File: src/rtl/alu_arbiter.sv
// rtl/alu_arbiter.sv - two-requester arbiter in front of a shared external ALU
//
// Purpose:
//    Accepts one ALU operation at a time from two requesters, latches the
//    winner's opcode and operands, drives them to a shared combinational ALU,
//    registers the ALU result and zero flag, and returns them to the winner.
//    Accept at cycle N gives a response at N+2. The minimum issue interval
//    is 3 cycles.
//
// Configuration:
//    ALU_ARB_RR_EN - when defined, a tie (ReqValid=11) is broken round-robin.
//                    When undefined, requester 0 always wins a tie and no
//                    pointer register exists.
//
// Ports:
//    Clk        in   1  rising-edge clock
//    Reset      in   1  synchronous active-high reset
//    ReqValid   in   2  per-requester request
//    ReqReady   out  2  one-hot accept strobe
//    Op0/A0/B0  in   4/8/8  requester 0 opcode and operands
//    Op1/A1/B1  in   4/8/8  requester 1 opcode and operands
//    RspValid   out  2  one-hot response valid to the granted requester
//    RspReady   in   2  per-requester response accept
//    RspResult  out  8  registered ALU result
//    RspZero    out  1  registered ALU zero flag
//    ALUOp      out  4  latched opcode to the shared ALU
//    AluA/AluB  out  8  latched operands to the shared ALU
//    AluResult  in   8  combinational ALU result
//    AluZero    in   1  combinational ALU zero flag

module alu_arbiter (
   input  logic       Clk,
   input  logic       Reset,
   input  logic [1:0] ReqValid,
   output logic [1:0] ReqReady,
   input  logic [3:0] Op0,
   input  logic [7:0] A0,
   input  logic [7:0] B0,
   input  logic [3:0] Op1,
   input  logic [7:0] A1,
   input  logic [7:0] B1,
   output logic [1:0] RspValid,
   input  logic [1:0] RspReady,
   output logic [7:0] RspResult,
   output logic       RspZero,
   output logic [3:0] ALUOp,
   output logic [7:0] AluA,
   output logic [7:0] AluB,
   input  logic [7:0] AluResult,
   input  logic       AluZero
);

   localparam logic [1:0] S_IDLE = 2'd0;
   localparam logic [1:0] S_EXEC = 2'd1;
   localparam logic [1:0] S_RESP = 2'd2;

   logic [1:0] state;
   logic       grant_q;     // index of the requester that owns the in-flight op
   logic       sel;         // index that would be granted this cycle
   logic       accept;
   logic       rsp_take;
   logic [3:0] op_q;
   logic [7:0] a_q;
   logic [7:0] b_q;
   logic [7:0] result_q;
   logic       zero_q;

`ifdef ALU_ARB_RR_EN
   // Index granted most recently; resets to 1 so requester 0 wins first.
   logic       last_q;

   always_comb begin
      sel = ~ReqValid[0];
      if (ReqValid == 2'b11) begin
         sel = ~last_q;
      end
   end

   always_ff @(posedge Clk) begin
      if (Reset) begin
         last_q <= 1'b1;
      end else if (accept) begin
         last_q <= sel;
      end
   end
`else
   // Fixed priority: requester 0 wins whenever it asks.
   always_comb begin
      sel = ~ReqValid[0];
   end
`endif

   // Reset gates the accept strobe so nothing is taken while it is held.
   assign accept   = (state == S_IDLE) && (ReqValid != 2'b00) && !Reset;
   assign ReqReady = accept ? (sel ? 2'b10 : 2'b01) : 2'b00;

   // Only the granted requester's RspReady can complete the response.
   assign rsp_take = (state == S_RESP) && RspReady[grant_q];
   assign RspValid = (state == S_RESP) ? (grant_q ? 2'b10 : 2'b01) : 2'b00;

   assign ALUOp     = op_q;
   assign AluA      = a_q;
   assign AluB      = b_q;
   assign RspResult = result_q;
   assign RspZero   = zero_q;

   always_ff @(posedge Clk) begin
      if (Reset) begin
         state    <= S_IDLE;
         grant_q  <= 1'b0;
         op_q     <= 4'd0;
         a_q      <= 8'd0;
         b_q      <= 8'd0;
         result_q <= 8'd0;
         zero_q   <= 1'b0;
      end else begin
         case (state)
            S_IDLE: begin
               if (accept) begin
                  grant_q <= sel;
                  op_q    <= sel ? Op1 : Op0;
                  a_q     <= sel ? A1  : A0;
                  b_q     <= sel ? B1  : B0;
                  state   <= S_EXEC;
               end
            end
            S_EXEC: begin
               // The ALU has seen the latched operands for a full cycle.
               result_q <= AluResult;
               zero_q   <= AluZero;
               state    <= S_RESP;
            end
            S_RESP: begin
               if (rsp_take) begin
                  state <= S_IDLE;
               end
            end
            default: begin
               state <= S_IDLE;
            end
         endcase
      end
   end

endmodule
File: config.mk
export PLATFORM = sky130hd
export DESIGN_NAME = alu_arbiter
export DESIGN_NICKNAME = d
export VERILOG_FILES = /design/src/rtl/alu_arbiter.sv
export SDC_FILE = /design/constraint.sdc
export NUM_CORES = 1
export LEC_CHECK = 0
export ABC_AREA = 1
export CORE_MARGIN = 2
export CORE_UTILIZATION = 33
export CTS_CLUSTER_SIZE = 28
export DETAILED_ROUTE_END_ITERATION = 8
export GPL_ROUTABILITY_DRIVEN = 0
export PLACE_DENSITY = 0.76
export SYNTH_ARGS = -nofsm -noshare
export SYNTH_HDL_FRONTEND = slang
export SYNTH_SLANG_ARGS = --single-unit
File: constraint.sdc
create_clock -name Clk -period 0.9 [get_ports Clk]
set_input_delay 0.225 -clock Clk [delete_from_list [all_inputs] [get_ports Clk]]
set_output_delay 0.225 -clock Clk [all_outputs]
set_load 0.01 [all_outputs]
==> out/metrics.yaml <==
cts:
  cts.path.max_buffers: 2
  clkLatencyLatePin_ns: 0.28
  cts_tree: "done"
  cts-htree-levels: 2
  path_clk_slew_ns: 0.07
  cts_inserted_buffers: 5
  cts.sinks: 32
  clock_tree.root_cell: "clkbuf_8"
  hold_buffers: 0
sta:
  timing.fmax_ghz: 0.755
  tns_ns: -13.15
  fin_hold_ws_ns: 0.404
  tightest_slew_ns: 0.427
  finalSetupViolCount: 64
  final.setup.worst_slack_ns: -0.425
  slew_violations: 0
  final-hold-violation-count: 0
  fin_crit_sh_pct: 147
  clock_skew_ns: 0.00322
  period_needed_ns: 1.33
  slew_headroom_pct: 71.5
  rsz0062_at_grt: "yes"
setup_path:
  cp_slowest_cell: "dfxtp_2"
  worstPathMaxFanout: 3
  cp-end-kind: "output pin"
  max_stage_delay_ns: 0.34
  worstPathArrival_ns: 1.10
  path_common_cell: "nor2_4"
  startpoint_type: "flop"
  r2r_cells: 8
  critical_path_required_ns: 0.67
  path_class: "flop to output pin"
  crit_chain: "nor2_4 -> nand3_4 -> nor2_4 -> buf_6"
logic_synthesis:
  syn-cell-area_um2: 1440
  ys_seq_elements: 32
  synth.distinct_cells: 15
  synth_top_area_share_pct: 44.4
  syn_avg_cell_area_um2: 6.56
  synth_edf_count: 0
  synth_nets: 275
  synthFlopType: "dfxtp_1"
  yosysSeqAreaShare_pct: 44.4
  async_reset_ff_share_pct: 0
  synth-warning-count: 0
  synth_area_leaders: "dfxtp_1, nand2_1, a21oi_1, nand3_1, nor2_1"
  synthCells: 220
  synth_top_area_cell: "dfxtp_1"
  post-synth-top-count-cell: "nand2_1"
  yosys-top-cells-count: "nand2_1, dfxtp_1, nor2_1"
routing:
  drc_errors: 0
  wl_per_cell_um: 12.4
  ant_nets: 0
  vias: 1799
  drt_wl_total_mm: 4.73
  drt_pass1_iterations: 4
  initialDrtViolationCount: 70
  viasPerCell: 4.71
floorplan:
  rows: 24
  io_pins: 88
  core_area_um2: 4290
  die_h_um: 70.1
  fp.dieArea_um2: 4920
  initial_core_util_pct: 33.6
  die_w_um: 70.1
grt:
  first_global_vias: 1688
  grt_max_degree: 31
  grt.overflow.total: 0
  grt_antenna_before_repair: 0
  grt_util_all_layers_pct: 19.6
  grt_pass1_wl_mm: 7.56
placement:
  post-place-ws_ns: -0.997
  dp_hpwl_mm: 3.17
  io_buffers: 87
power_and_ir_drop:
  seq_power_share_pct: 38.3
  ir_worst_vdd_uv: 786
  p_switching_w: 0.00119
  p_clk_share_pct: 31.9
  intPower_w: 0.00309
  p_comb_share_pct: 29.8
  p_sw_share_pct: 27.8
  pwr_density_cell_nw_per_um2: 1470
  p_leak_nw: 1.29
status:
  status: "complete, but fails checks"
  violations: "negative setup slack"
cells_and_area:
  antenna_cells: 0
  syn_to_final_growth_pct: 102
  nNetsFinal: 384
  drive_gt1_share_pct: 44.5
  post-route-util_pct: 67.9
  nFillCells: 354
worst_hold_path:
  hp-class: "input pin to flop"
  whs_path_depth: 4
flow_run:
  maxCapViolCount: 0
==> final timing paths <==
kind                                            start                    end  slack, ns
worst max-delay path            state[0]$_SDFFE_PP0P_            ReqReady[0]      -0.43
worst min-delay path                            Reset  state[0]$_SDFFE_PP0P_       0.40
worst max register to register  state[0]$_SDFFE_PP0P_   AluB[5]$_SDFFE_PP0P_      -0.40
worst min register to register   AluA[2]$_SDFFE_PP0P_   AluA[2]$_SDFFE_PP0P_       0.47
==> cell type report <==
type / instances / area, µm² / share of cell area [%]
well taps: 52 / 65.1 / 2.23
clock inverters: 3 / 42.5 / 1.46
repair buffers: 115 / 1140 / 39.1
inverters: 10 / 42.5 / 1.46
multi-input cells: 165 / 876 / 30.1
clock buffers: 5 / 68.8 / 2.36
flip-flops and latches: 32 / 679 / 23.3
==> layer usage <==
| metal | GRT usage [%] | wire, µm | up-vias |
|---|---|---|---|
| met5 | 0 | 0 | - |
| met4 | 11.5 | 135 | 0 |
| met3 | 4.76 | 344 | 12 |
| met2 | 31.3 | 2390 | 71 |
| met1 | 23.9 | 1860 | 798 |
| li1 | - | - | 918 |
==> cells in the final DEF, fill, tap and decap left out, drive strengths merged, types with 3 or more instances in the layout <==
cell type | synthesis | routed
dlygate4sd2 | 0 | 3
o21ai | 10 | 10
dfxtp | 32 | 32
a21oi | 21 | 21
nand3 | 22 | 22
clkbuf | 4 | 5
buf | 9 | 61
nand2 | 85 | 85
nor2 | 27 | 27
clkdlybuf4s50 | 0 | 51
inv | 10 | 10
==> sequential cells by signal, summed over array words and instances, names as in the netlist <==
register / count
ALUOp: 4
AluA: 8
AluB: 8
RspResult: 8
RspZero: 1
grant_q: 1
state: 2
==> repair_timing <==
item                                    4_1_cts  5_1_grt
buffers inserted                              3        6
resized for setup                           237       24
gates cloned                                  2        0
pin swaps                                    13       17
endpoints found under the setup margin       64       64
==> power groups by stage <==
| stage | registers [W] | clock network [W] | logic (W) |
|---|---|---|---|
| 3_3_place_gp | 0.00162 | 0 | 0.00101 |
| 5_1_grt | 0.00165 | 0.00145 | 0.00139 |
| 2_1_floorplan | 0.00167 | 0 | 0.000379 |
| 3_5_place_dp | 0.00162 | 0 | 0.00102 |
| 6_report | 0.00164 | 0.00136 | 0.00128 |
| 4_1_cts | 0.00164 | 0.00140 | 0.00118 |
==> per-stage QoR <==
step / instances / cell area [µm²] / total power, W
final: 382 / 2910 / 0.00428
after global routing: 382 / 2910 / 0.00448
after CTS: 376 / 2780 / 0.00422
after detailed placement: 363 / 2450 / 0.00264
after global placement: 363 / 2450 / 0.00262
after floorplan: 220 / 1460 / 0.00204
==> worst max-delay path: cells and delay by family (launching register included) <==
family | cells | cell delay (ns)
flops | 1 | 0.34
simple gates | 3 | 0.37
buf+inv | 1 | 0.11
==> cells by family (layout without fill, tap and decap cells) <==
kind of cell           count (synthesis)  count (layout)  share of synthesized area (%)
and+or+nand+nor                      134             134                           37.8
AOI/OAI and AO/OA                     31              31                           10.8
DFF                                   32              32                           44.4
buffers and inverters                 23             133                           7.02
No activity file was read; power rests on OpenSTA's default activity.
